[src/rtl/mem_access_pkg.sv]
// Shared encodings for the byte/half/word memory access controller and its RAM.
package mem_access_pkg;

  localparam logic [1:0] SZ_BYTE = 2'b00;
  localparam logic [1:0] SZ_HALF = 2'b01;
  localparam logic [1:0] SZ_WORD = 2'b10;

  localparam logic RW_READ  = 1'b1;
  localparam logic RW_WRITE = 1'b0;

  typedef enum logic [1:0] {
    IDLE  = 2'b00,
    READ  = 2'b01,
    WRITE = 2'b10,
    RESP  = 2'b11
  } state_e;

  // Illegal size, or an access that straddles its natural alignment.
  function automatic logic req_illegal(input logic [1:0] size, input logic [1:0] off);
    case (size)
      SZ_BYTE: req_illegal = 1'b0;
      SZ_HALF: req_illegal = off[0];
      SZ_WORD: req_illegal = (off != 2'b00);
      default: req_illegal = 1'b1;
    endcase
  endfunction

endpackage

[src/rtl/mem_lane_align.sv]
// Little-endian lane extraction with sign/zero extension, and sub-word merge into an old word.
module mem_lane_align
  import mem_access_pkg::*;
(
  input  logic [31:0] word_i,
  input  logic [31:0] wdata_i,
  input  logic [1:0]  offset_i,
  input  logic [1:0]  size_i,
  input  logic        signed_i,
  output logic [31:0] ext_o,
  output logic [31:0] merge_o
);

  logic [7:0]  byte_v;
  logic [15:0] half_v;

  always_comb begin
    byte_v = word_i[7:0];
    case (offset_i)
      2'd0:    byte_v = word_i[7:0];
      2'd1:    byte_v = word_i[15:8];
      2'd2:    byte_v = word_i[23:16];
      default: byte_v = word_i[31:24];
    endcase
    half_v = offset_i[1] ? word_i[31:16] : word_i[15:0];
  end

  always_comb begin
    ext_o = word_i;
    case (size_i)
      SZ_BYTE: ext_o = {{24{signed_i & byte_v[7]}}, byte_v};
      SZ_HALF: ext_o = {{16{signed_i & half_v[15]}}, half_v};
      default: ext_o = word_i;
    endcase
  end

  always_comb begin
    merge_o = word_i;
    case (size_i)
      SZ_BYTE: begin
        case (offset_i)
          2'd0:    merge_o[7:0]   = wdata_i[7:0];
          2'd1:    merge_o[15:8]  = wdata_i[7:0];
          2'd2:    merge_o[23:16] = wdata_i[7:0];
          default: merge_o[31:24] = wdata_i[7:0];
        endcase
      end
      SZ_HALF: begin
        if (offset_i[1]) merge_o[31:16] = wdata_i[15:0];
        else             merge_o[15:0]  = wdata_i[15:0];
      end
      default: merge_o = wdata_i;
    endcase
  end

endmodule

[src/rtl/mem_access_ctrl.sv]
// Load/store initiator for a word-wide single-port RAM; sub-word stores use read-modify-write.
module mem_access_ctrl
  import mem_access_pkg::*;
#(
  parameter int AW = 4,
  parameter int DW = 32
) (
  input  logic          clk,
  input  logic          rstn,
  input  logic          req_valid,
  output logic          req_ready,
  input  logic          req_we,
  input  logic [1:0]    req_size,
  input  logic          req_signed,
  input  logic [AW+1:0] req_addr,
  input  logic [DW-1:0] req_wdata,
  output logic          resp_valid,
  output logic [DW-1:0] resp_rdata,
  output logic          resp_err,
  output logic [AW-1:0] mem_addr,
  output logic          mem_rw,
  output logic [DW-1:0] mem_wdata,
  input  logic [DW-1:0] mem_rdata
);

  // A request transfers on a rising edge with req_valid && req_ready; ready is only
  // offered in IDLE, and the response is a single unthrottled resp_valid pulse.
  state_e        state_q, state_d;
  logic [AW-1:0] addr_q, addr_d;
  logic [1:0]    off_q, off_d;
  logic [1:0]    size_q, size_d;
  logic          we_q, we_d;
  logic          signed_q, signed_d;
  logic [DW-1:0] wdata_q, wdata_d;
  logic [DW-1:0] mem_wdata_q, mem_wdata_d;
  logic [DW-1:0] rdata_q, rdata_d;
  logic          err_q, err_d;

  logic          accept;
  logic [DW-1:0] ext_word;
  logic [DW-1:0] merged_word;

  mem_lane_align u_align (
    .word_i   (mem_rdata),
    .wdata_i  (wdata_q),
    .offset_i (off_q),
    .size_i   (size_q),
    .signed_i (signed_q),
    .ext_o    (ext_word),
    .merge_o  (merged_word)
  );

  assign req_ready  = rstn && (state_q == IDLE);
  assign accept     = req_valid && req_ready;
  assign resp_valid = (state_q == RESP);
  assign resp_rdata = rdata_q;
  assign resp_err   = err_q;
  assign mem_addr   = addr_q;
  assign mem_rw     = (state_q == WRITE) ? RW_WRITE : RW_READ;
  assign mem_wdata  = mem_wdata_q;

  always_comb begin
    state_d     = state_q;
    addr_d      = addr_q;
    off_d       = off_q;
    size_d      = size_q;
    we_d        = we_q;
    signed_d    = signed_q;
    wdata_d     = wdata_q;
    mem_wdata_d = mem_wdata_q;
    rdata_d     = rdata_q;
    err_d       = err_q;
    case (state_q)
      IDLE: begin
        if (accept) begin
          addr_d   = req_addr[AW+1:2];
          off_d    = req_addr[1:0];
          size_d   = req_size;
          we_d     = req_we;
          signed_d = req_signed;
          wdata_d  = req_wdata;
          if (req_illegal(req_size, req_addr[1:0])) begin
            state_d = RESP;
            rdata_d = '0;
            err_d   = 1'b1;
          end else if (req_we && (req_size == SZ_WORD)) begin
            state_d     = WRITE;
            mem_wdata_d = req_wdata;
          end else begin
            state_d = READ;
          end
        end
      end
      READ: begin
        if (we_q) begin
          state_d     = WRITE;
          mem_wdata_d = merged_word;
        end else begin
          state_d = RESP;
          rdata_d = ext_word;
          err_d   = 1'b0;
        end
      end
      WRITE: begin
        state_d = RESP;
        rdata_d = '0;
        err_d   = 1'b0;
      end
      default: state_d = IDLE;
    endcase
  end

  always_ff @(posedge clk or negedge rstn) begin
    if (!rstn) begin
      state_q     <= IDLE;
      addr_q      <= '0;
      off_q       <= '0;
      size_q      <= SZ_BYTE;
      we_q        <= 1'b0;
      signed_q    <= 1'b0;
      wdata_q     <= '0;
      mem_wdata_q <= '0;
      rdata_q     <= '0;
      err_q       <= 1'b0;
    end else begin
      state_q     <= state_d;
      addr_q      <= addr_d;
      off_q       <= off_d;
      size_q      <= size_d;
      we_q        <= we_d;
      signed_q    <= signed_d;
      wdata_q     <= wdata_d;
      mem_wdata_q <= mem_wdata_d;
      rdata_q     <= rdata_d;
      err_q       <= err_d;
    end
  end

endmodule

[config.mk]
export PLATFORM = sky130hd
export DESIGN_NAME = mem_access_ctrl
export DESIGN_NICKNAME = d
export VERILOG_FILES = /design/src/rtl/mem_access_pkg.sv /design/src/rtl/mem_lane_align.sv /design/src/rtl/mem_access_ctrl.sv
export SDC_FILE = /design/constraint.sdc
export NUM_CORES = 1
export LEC_CHECK = 0
export ABC_AREA = 1
export CAP_MARGIN = 20
export CORE_ASPECT_RATIO = 1.2
export CORE_MARGIN = 4
export CORE_UTILIZATION = 52
export CTS_CLUSTER_SIZE = 14
export DETAILED_ROUTE_END_ITERATION = 10
export PLACE_DENSITY_LB_ADDON = 0.2
export SETUP_SLACK_MARGIN = 0.05
export SLEW_MARGIN = 15
export SYNTH_ARGS = -nofsm -noshare
export SYNTH_HDL_FRONTEND = slang
export SYNTH_SLANG_ARGS = --single-unit
[constraint.sdc]
create_clock -name clk -period 1.9 [get_ports clk]
set_clock_uncertainty 0.1 [all_clocks]
set_input_delay 0.285 -clock clk [delete_from_list [all_inputs] [get_ports clk]]
set_output_delay 0.285 -clock clk [all_outputs]
set_load 0.05 [all_outputs]
==> run metrics <==
outcome=finished, final reports clean; Starting Density=a little over half; n_diodes=0; die span in x=about 110 um; f_max=around 0.55 GHz; Area contributors post-synth=dfrtp_1 (40%), nand2_1 (24%), inv_1 (6.8%), nor2_1 (5.5%), nand3_1 (4.8%); Net Sw Frac=52.9%; Int Power=about 8.3 mW; DIE AREA=0.0150 sq mm; critical setup path kind=reg2reg; post-route cell area=between 0.009 and 0.01 sq mm; largest net degree at the start of global routing=63; Seq/Total Area, Yosys=between 40% and 50%; Finished Core Util=~72%; max-cap violation count=0; commonest cells in the netlist=nand2_1 (443), inv_1 (124), dfrtp_1 (109), nor2_1 (99), nand3_1 (65); VDD IR-drop max=approximately 1.2 mV; first-pass GRT wire length=~33 mm; Post-synth EDFFs=0; layout cells sized above 1=18.5%; Hold Path Class=reg2reg; CP max-delay cell=dfrtp_1; crit path time final=between 1.5 and 2 ns; crit-path max FO=8; Cell Chain, Critical Path=inv_2, ha_4, inv_2, a21oi_2, nor2_4, nand3_4, buf_12, clkbuf_16, nand2_1, inv_1, a21oi_2; Routed wire per std cell=15.8 um; worst stage delay on the critical path=0.41 ns; final hold violations=0; Net Sw Power=roughly 9.3 mW; Worst-Skew Late Latency=0.36 ns; Root Driver=clkbuf_16; pre-CTS WS=roughly 0.02 ns; Worst Setup Start Kind=register; initial antenna violation count=0; GR Overflow Total=0; DR pass1 iterations=7; Worst Tran Pin Value=0.771 ns; IO Pins=around 150; Pwr Density=1930 mW/mm^2; setup slack after layout=around 0.080 ns; CORE AREA=roughly 0.013 sq mm; total negative slack=0 ns; top cell family by delay on the critical path=buffers and inverters; Slew Limit Fails=0; gr usage total=26.9%; crit path DAT=around 2.0 ns; CP Capture Type=register; Final period util=between 90 and 100%; detailed placement HPWL=between 15 and 20 mm; total power=17.7 mW; dominant cell type by area after synthesis=dfrtp_1; Synth Warn #=0; initial drt markers=around 830; Placed Cells=roughly 1300; CTS clk-pin slew, worst paths=0.08 ns; most common cell in the netlist=nand2_1; Slew Limit Headroom=about half; Layout area overhead=34.2%; synthesized cell area=around 0.0068 sq mm; Lkg Pwr=approximately 5.2 nW; asr flop ratio synth=100%; CTS tree=yes; DIE HEIGHT=133 um; dominant synthesized flop cell=dfrtp_1; Final nets=~1300; GPL Wtd Cong=0.937; Yosys cell types=29; hold slack=about 0.37 ns; RSZ-0062 raised after global routing=true; placed inst area=roughly 0.0085 sq mm; TritonCTS Buffers=9; Sequential Power Share=between 20% and 30%; Avg Vias per Cell=slightly above 5; Syn Nets=around 1100; Worst Path Required=between 2 and 2.5 ns; Clock Power Share=just over 10%; Remaining DRCs=0; synthesis-stage register bit count=approximately 110; port buffer count=approximately 150; H-Tree Level Count=3; clk sinks=between 100 and 150; Gate Count Post-Synth=~1000; vias in the first global route=between 6000 and 7000; vias=approximately 7000; Post-DRT Antenna Nets=0; WL final=21.5 mm; area share of the largest cell type after synthesis=around two fifths; clk buf depth=2; number of core rows=between 40 and 50; syn avg cell area=6.54 sq um; # setup viols final=0; Non-Filler Instances=1368; WP buf/inv=5; Comb pwr share=approximately two thirds
## flip-flops by register name, summed over array words and instances (netlist names)
register,count
signed_q,1
mem_addr,4
state_q,2
off_q,2
mem_wdata,32
resp_err,1
size_q,2
we_q,1
resp_rdata,32
wdata_q,32
## cells in the final DEF (no fill, tap or decap), drive strengths merged
master / synthesis / routed
dlygate4sd3: 0 / 1
clkinv: 0 / 4
mux2: 13 / 13
nor2: 104 / 104
buf: 41 / 107
inv: 131 / 132
o22ai: 1 / 1
dfrtp: 109 / 109
clkinvlp: 0 / 1
dlygate4sd2: 0 / 12
ha: 4 / 4
o21ai: 44 / 44
nand2: 456 / 456
nand3: 70 / 70
o211ai: 7 / 7
clkdlybuf4s50: 0 / 75
nand4: 3 / 3
a21oi: 49 / 49
clkbuf: 11 / 12
## final cells by class
| cell class | count | area [sq um] |
|---|---|---|
| clock buffer | 9 | 225 |
| clock inverter | 6 | 50.0 |
| fill | 1079 | 3570 |
| inverter | 131 | 497 |
| multi-input combinational | 751 | 3520 |
| sequential | 109 | 2730 |
| tap | 164 | 205 |
| timing repair buffer | 198 | 1920 |
## final timing paths
| check | start | depth (start not counted) | end | slack [ns] |
|---|---|---|---|---|
| min | resp_rdata[26]$_DFFE_PN0P_ | 2 | resp_rdata[26]$_DFFE_PN0P_ | 0.37 |
| min reg2reg | resp_rdata[26]$_DFFE_PN0P_ | 2 | resp_rdata[26]$_DFFE_PN0P_ | 0.37 |
| max reg2reg | state_q[0]$_DFFE_PN0P_ | 11 | mem_wdata[22]$_DFFE_PN0P_ | 0.08 |
| max in group asynchronous | rstn | 3 | wdata_q[24]$_DFFE_PN0P_ | 0.61 |
| min in group asynchronous | rstn | 3 | state_q[1]$_DFFE_PN0P_ | 0.51 |
| max | state_q[0]$_DFFE_PN0P_ | 11 | mem_wdata[22]$_DFFE_PN0P_ | 0.08 |
## cells by family after synthesis
kind of cell,Yosys count,synth area share [%]
flops,109,40.0
simple gates,633,37.9
compound gates,101,7.87
mux,13,2.15
buf+inv,183,11.3
fa+ha+maj,4,0.734
## repair_timing
action	4_1_cts	5_1_grt
setup endpoints to repair	26	73
pin swaps	0	3
hold buffers	1	0
resized for setup	12	70
cloned	0	6
endpoints found under the hold margin	26	0
setup buffers	2	2
## routing by layer
| metal | share of wire, % | global-route usage (%) | wire [um] |
|---|---|---|---|
| met4 | 2.5 | 8.35 | 545 |
| met2 | 48 | 44.3 | 10300 |
| met5 | 0 | 0 | 0 |
| met1 | 42 | 36.6 | 9120 |
| met3 | 7.3 | 3.91 | 1580 |
## worst min-delay path: stages, from the launching register on
cell     delay [ns]
dfrtp_1        0.34
nand2_1        0.05
nand2_1        0.05
## power groups by stage
stage	registers [mW]	logic [mW]	clock network (mW)
4_1_cts	4.10	10.5	1.80
3_3_place_gp	4.12	10.4	0
2_1_floorplan	6.02	5.40	0
5_1_grt	4.25	12.7	1.88
6_report	4.13	11.7	1.80
3_5_place_dp	4.14	10.5	0
Note: power is estimated with default switching activity, not from simulation.
